`config.mk`:
```
export PLATFORM = sky130hd
export DESIGN_NAME = neuron_seq_ctrl
export DESIGN_NICKNAME = d
export VERILOG_FILES = /design/src/rtl/neuron_seq_ctrl.sv
export SDC_FILE = /design/constraint.sdc
export NUM_CORES = 1
export LEC_CHECK = 0
export ABC_AREA = 1
export ABC_CLOCK_PERIOD_IN_PS = 1800
export BUFFER_PORTS_ARGS = -buffer_cell sky130_fd_sc_hd__buf_4
export CORE_UTILIZATION = 40
export CTS_CLUSTER_SIZE = 14
export DETAILED_ROUTE_END_ITERATION = 12
export GPL_ROUTABILITY_DRIVEN = 0
export GPL_TIMING_DRIVEN = 0
export PLACE_DENSITY_LB_ADDON = 0.05
export SLEW_MARGIN = 20
export SYNTH_ARGS = -nofsm -noshare
export SYNTH_HDL_FRONTEND = slang
export SYNTH_SLANG_ARGS = --single-unit
```
`constraint.sdc`:
```
create_clock -name clk -period 1.8 [get_ports clk]
set_clock_uncertainty 0.2 [all_clocks]
set_input_delay 0.27 -clock clk [delete_from_list [all_inputs] [get_ports clk]]
set_output_delay 0.27 -clock clk [all_outputs]
set_load 0.005 [all_outputs]
```
`src/rtl/neuron_seq_ctrl.sv`:
```
// neuron_seq_ctrl: sequencer for one neuron, out = b + sum(x[i]*w[i]).
// A single combinational MAC is reused once per x/w pair, with the running
// accumulator fed back as its bias input. x/w come from synchronous-read
// buffers (data one cycle after rd_en); the result leaves on valid/ready.
// Optional feature: define NEURON_RELU_EN to clamp negative results to zero
// on the output register only (the internal accumulator is unaffected).

// Fixed-point MAC in the Q(SIGN_BIT.INTE_WIDTH.FRAC_WIDTH) format.
// The product is truncated (floor) back to FRAC_WIDTH fractional bits and
// added to the bias at full width. The result keeps the sign of the exact
// sum and the low INTE_WIDTH+FRAC_WIDTH magnitude bits: no saturation, no
// rounding.
module neuron_mac #(
  parameter int INTE_WIDTH = 1,
  parameter int SIGN_BIT   = 1,
  parameter int FRAC_WIDTH = 2,
  localparam int W = SIGN_BIT + INTE_WIDTH + FRAC_WIDTH
) (
  input  logic signed [W-1:0] x,
  input  logic signed [W-1:0] w,
  input  logic signed [W-1:0] b,
  output logic signed [W-1:0] result
);

  localparam int PW = 2 * W;
  localparam int SW = PW + 1;

  logic signed [PW-1:0] x_ext;
  logic signed [PW-1:0] w_ext;
  logic signed [PW-1:0] prod;
  logic signed [PW-1:0] prod_trunc;
  logic signed [SW-1:0] sum;

  // Wide multiply-add, then rebuild a W-bit word from the exact sign and the low magnitude bits
  always_comb begin
    x_ext      = {{W{x[W-1]}}, x};
    w_ext      = {{W{w[W-1]}}, w};
    prod       = x_ext * w_ext;
    prod_trunc = prod >>> FRAC_WIDTH;
    sum        = {prod_trunc[PW-1], prod_trunc} + {{(SW-W){b[W-1]}}, b};
    result     = {{SIGN_BIT{sum[SW-1]}}, sum[INTE_WIDTH+FRAC_WIDTH-1:0]};
  end

endmodule

module neuron_seq_ctrl #(
  parameter int INTE_WIDTH = 1,
  parameter int SIGN_BIT   = 1,
  parameter int FRAC_WIDTH = 2,
  parameter int N_INPUTS   = 4,
  localparam int W      = SIGN_BIT + INTE_WIDTH + FRAC_WIDTH,
  localparam int ADDR_W = (N_INPUTS > 1) ? $clog2(N_INPUTS) : 1
) (
  input  logic                clk,
  input  logic                rst,
  input  logic                start,
  input  logic signed [W-1:0] bias_in,
  output logic                busy,
  output logic                rd_en,
  output logic [ADDR_W-1:0]   rd_addr,
  input  logic signed [W-1:0] x_rd_data,
  input  logic signed [W-1:0] w_rd_data,
  output logic signed [W-1:0] out_data,
  output logic                out_valid,
  input  logic                out_ready
);

  // idx must be able to hold N_INPUTS itself, meaning "all reads issued"
  localparam int CNT_W = $clog2(N_INPUTS + 1);
  localparam logic [CNT_W-1:0] IDX_END = CNT_W'(N_INPUTS);

  localparam logic [1:0] S_IDLE = 2'd0;
  localparam logic [1:0] S_RUN  = 2'd1;
  localparam logic [1:0] S_DONE = 2'd2;

  logic [1:0]          state;
  logic [CNT_W-1:0]    idx;
  logic signed [W-1:0] acc;
  logic                dv;

  logic                handshake;
  logic                accept;
  logic                run_issue;
  logic                last_pair;
  logic signed [W-1:0] mac_result;
  logic signed [W-1:0] out_next;

  neuron_mac #(
    .INTE_WIDTH (INTE_WIDTH),
    .SIGN_BIT   (SIGN_BIT),
    .FRAC_WIDTH (FRAC_WIDTH)
  ) u_mac (
    .x      (x_rd_data),
    .w      (w_rd_data),
    .b      (acc),
    .result (mac_result)
  );

  // Job acceptance, read issue and last-pair detection; read 0 goes out in the acceptance cycle
  always_comb begin
    handshake = (state == S_DONE) && out_valid && out_ready;
    accept    = ((state == S_IDLE) && start) || (handshake && start);
    run_issue = (state == S_RUN) && (idx < IDX_END);
    last_pair = (state == S_RUN) && dv && (idx == IDX_END);
    rd_en     = accept || run_issue;
    rd_addr   = run_issue ? idx[ADDR_W-1:0] : '0;
  end

  // Output value on entry to DONE, optionally rectified
  always_comb begin
`ifdef NEURON_RELU_EN
    out_next = mac_result[W-1] ? '0 : mac_result;
`else
    out_next = mac_result;
`endif
  end

  // Sequencer FSM, accumulator and output register
  always_ff @(posedge clk or posedge rst) begin
    if (rst) begin
      state     <= S_IDLE;
      idx       <= '0;
      acc       <= '0;
      dv        <= 1'b0;
      busy      <= 1'b0;
      out_valid <= 1'b0;
      out_data  <= '0;
    end else begin
      dv <= rd_en;
      case (state)
        S_IDLE: begin
          if (start) begin
            acc   <= bias_in;
            idx   <= CNT_W'(1);
            busy  <= 1'b1;
            state <= S_RUN;
          end
        end
        S_RUN: begin
          if (run_issue) begin
            idx <= idx + CNT_W'(1);
          end
          if (dv) begin
            acc <= mac_result;
          end
          if (last_pair) begin
            out_data  <= out_next;
            out_valid <= 1'b1;
            state     <= S_DONE;
          end
        end
        S_DONE: begin
          if (handshake) begin
            out_valid <= 1'b0;
            if (start) begin
              acc   <= bias_in;
              idx   <= CNT_W'(1);
              state <= S_RUN;
            end else begin
              busy  <= 1'b0;
              state <= S_IDLE;
            end
          end
        end
        default: begin
          state <= S_IDLE;
        end
      endcase
    end
  end

endmodule

```
==> impl_metrics.json <==
{
  "status": "finished, violations left",
  "violations": "negative setup slack",
  "mostFrequentLayoutCells": "nand2_1 (43), buf_4 (38), inv_1 (23), dfrtp_1 (14), ha_1 (11)",
  "cts_tree": "done",
  "p_int_mw": 1.599,
  "rsz0062_at_grt": "yes",
  "dr.pass1.iters": 5,
  "p_sw_share_pct": 43.91,
  "dp_cells": 249,
  "pwr-share-comb_pct": 67.7,
  "gr-usage-met3_pct": 4.015,
  "cts_buffer_depth": 2,
  "fillers": 304,
  "drive_gt1_share_pct": 37.33,
  "synth_edf_count": 0,
  "finalPower_mw": 2.851,
  "ys.flop_type": "dfrtp_1",
  "fin_util_pct": 60.18,
  "async_flop_share_pct": 100.0,
  "worstSetupEndpointType": "flop",
  "detailed_place_hpwl_mm": 2.340,
  "io_pins": 25,
  "grt_max_degree": 17,
  "tightestPinTransition_ns": 0.6234,
  "synth_top_area_share_pct": 27.26,
  "routed_wl_mm": 3.164,
  "grt_pass1_vias": 1258,
  "grt-busiest-layer": "met2",
  "insertion_delay_ns": 0.29,
  "finalCriticalPeriod_ns": 3.844,
  "grt.overflow.total": 0,
  "synth_cell_types": 22,
  "syn_avg_cell_area_sq_um": 8.206,
  "crit_fanout": 4,
  "synth_area_sq_um": 1469,
  "synth_seq_area_share_pct": 27.26,
  "seqPwrFrac_pct": 23.7,
  "clkTransAtPathRegs_ns": 0.10,
  "grt_first_pass_wirelength_mm": 5.492,
  "grt_usage_pct": 17.30,
  "final-hold-violation-count": 0,
  "placed_cell_area_sq_um": 1809,
  "critPathLaunchType": "input pin",
  "avgRoutedWirePerCell_um": 11.68,
  "cts_root_buf": "clkbuf_4",
  "port_buffers": 24,
  "die_h_um": 62.60,
  "yosys_warnings": 0,
  "synthTopCellsByArea": "dfrtp_1 (27%), ha_1 (15%), fa_1 (14%), nand2_1 (12%), inv_1 (7.4%)",
  "worstSetupPathType": "input pin to flop",
  "yosysTopAreaCell": "dfrtp_1",
  "setup_ws_ns": -2.044,
  "arrival_ns": 3.83,
  "p_leak_nw": 1.090,
  "clkPwrFrac_pct": 8.5,
  "maxCapViolations": 0,
  "grt_antenna_before_repair": 0,
  "die_x_um": 62.60,
  "layout.nets": 270,
  "fin_cells": 271,
  "layout_commonest_cell": "nand2_1",
  "viasPerCell": 4.745,
  "rows": 21,
  "drcViolationCount": 0,
  "cts_buffers": 3,
  "n_antenna_cell": 0,
  "hp-class": "input pin to flop",
  "period_share_pct": 213.6,
  "grt_use_met2_pct": 28.26,
  "via_count": 1286,
  "initialDrtViolationCount": 95,
  "design_area_sq_um": 2056,
  "initial_core_util_pct": 43.00,
  "power.switching_mw": 1.252,
  "fmax_mhz": 260.1,
  "grtUsageMet1_pct": 24.31,
  "syn-num-nets": 223,
  "postRouteAntennaNets": 0,
  "critPathRequiredTime_ns": 1.79,
  "finalSetupViolCount": 6,
  "cts.htree.levels": 1,
  "fp.dieArea_sq_um": 3919,
  "vdd_ir_drop_max_mv": 0.8912,
  "core_area_sq_um": 3416,
  "clock-sinks": 16,
  "area_growth_pct": 39.95,
  "synth-seq-cells": 16,
  "slew_headroom_pct": 58.40,
  "drv_slew": 0,
  "netlist_instances": 179,
  "power_density_nw_per_um2": 1387
}
==> routing by layer <==
metal  vias up  share of wire (%)
li1        655                  -
met1       611                 49
met2        20                 47
met3         0                3.2
met4         0                  0
met5         -                  0
==> per-stage QoR <==
| step | TNS, ns | setup slack [ns] | hold WS [ns] |
|---|---|---|---|
| 3_5_place_dp | -12.57 | -2.516 | 0.1988 |
| 5_1_grt | -10.31 | -2.223 | 0.03331 |
| 6_report | -9.603 | -2.044 | 0.02921 |
| 2_1_floorplan | -10.76 | -2.179 | -0.01626 |
| 4_1_cts | -9.681 | -2.067 | 0.02887 |
| 3_3_place_gp | -12.35 | -2.459 | 0.1744 |
==> state kept, by name (all words and copies together), names as in the netlist <==
signal,flops
acc,4
busy,1
dv,1
idx,3
out_data,4
out_valid,1
state,2
==> cells by family after synthesis <==
| group | synth area share, % |
|---|---|
| compound gates | 8.604 |
| xor+xnor | 4.770 |
| fa+ha+maj | 28.96 |
| buf+inv | 8.772 |
| flops | 27.26 |
| simple gates | 21.64 |
==> cells in the mapped netlist, types with 2 or more instances <==
master    instances
nand4_1           2
fa_1             10
inv_1            29
xnor2_1           2
nor2_1            8
xor2_1            6
dfrtp_1          16
nand3_1           8
nand2_1          46
nor2_4            2
nor3_1            3
o21ai_0          10
o211ai_2          3
nand2_2           2
a21oi_1           5
inv_2             4
ha_1             18
==> power groups by stage <==
stage	Combinational, mW	Clock, mW	Sequential (mW)
floorplan	1.14	0	0.655
global placement	1.53	0	0.662
detailed placement	1.58	0	0.675
CTS	1.74	0.247	0.668
global route	2.15	0.274	0.698
finish	1.93	0.243	0.676
==> final timing paths <==
kind,slack (ns),start,end,depth (start not counted)
max,-2.04,x_rd_data[0],acc[3],22
min,0.03,bias_in[2],acc[2],3
max reg2reg,-0.11,acc[0],acc[2],6
min reg2reg,0.29,out_data[2],out_data[2],2
max in group asynchronous,0.56,rst,state[0],3
min in group asynchronous,0.41,rst,out_data[0],3
==> area by class of cell <==
class | count | area, sq um | share of cell area [%]
multi-input cells | 129 | 1095 | 53.26
flip-flops and latches | 16 | 402.9 | 19.60
repair buffers | 42 | 332.8 | 16.19
inverters | 33 | 126.4 | 6.147
well taps | 46 | 57.56 | 2.800
clock buffers | 4 | 36.28 | 1.765
plain buffers | 1 | 5.005 | 0.2435
==> worst max-delay path, cell delays in order <==
cell,delay [ns]
buf_8,0.09
or2_4,0.24
fa_1,0.50
fa_1,0.43
fa_1,0.50
inv_2,0.05
ha_4,0.16
fa_2,0.35
nand3_2,0.08
nand2_1,0.05
nand2_1,0.06
nand2_1,0.06
xor2_1,0.12
inv_1,0.08
ha_4,0.30
nand2_4,0.05
nor2_2,0.09
nand2_1,0.05
nand4_1,0.09
nand3_1,0.09
nand2_1,0.07
nand2_1,0.04
==> repair_timing <==
item                       in CTS  in global routing
hold buffers                    1                  0
setup endpoints to repair       8                 10
setup buffers                   9                  8
pin swaps                       8                  3
hold endpoints to repair       16                  0
resized for setup              13                  9
(Power assumes the default switching activity.)
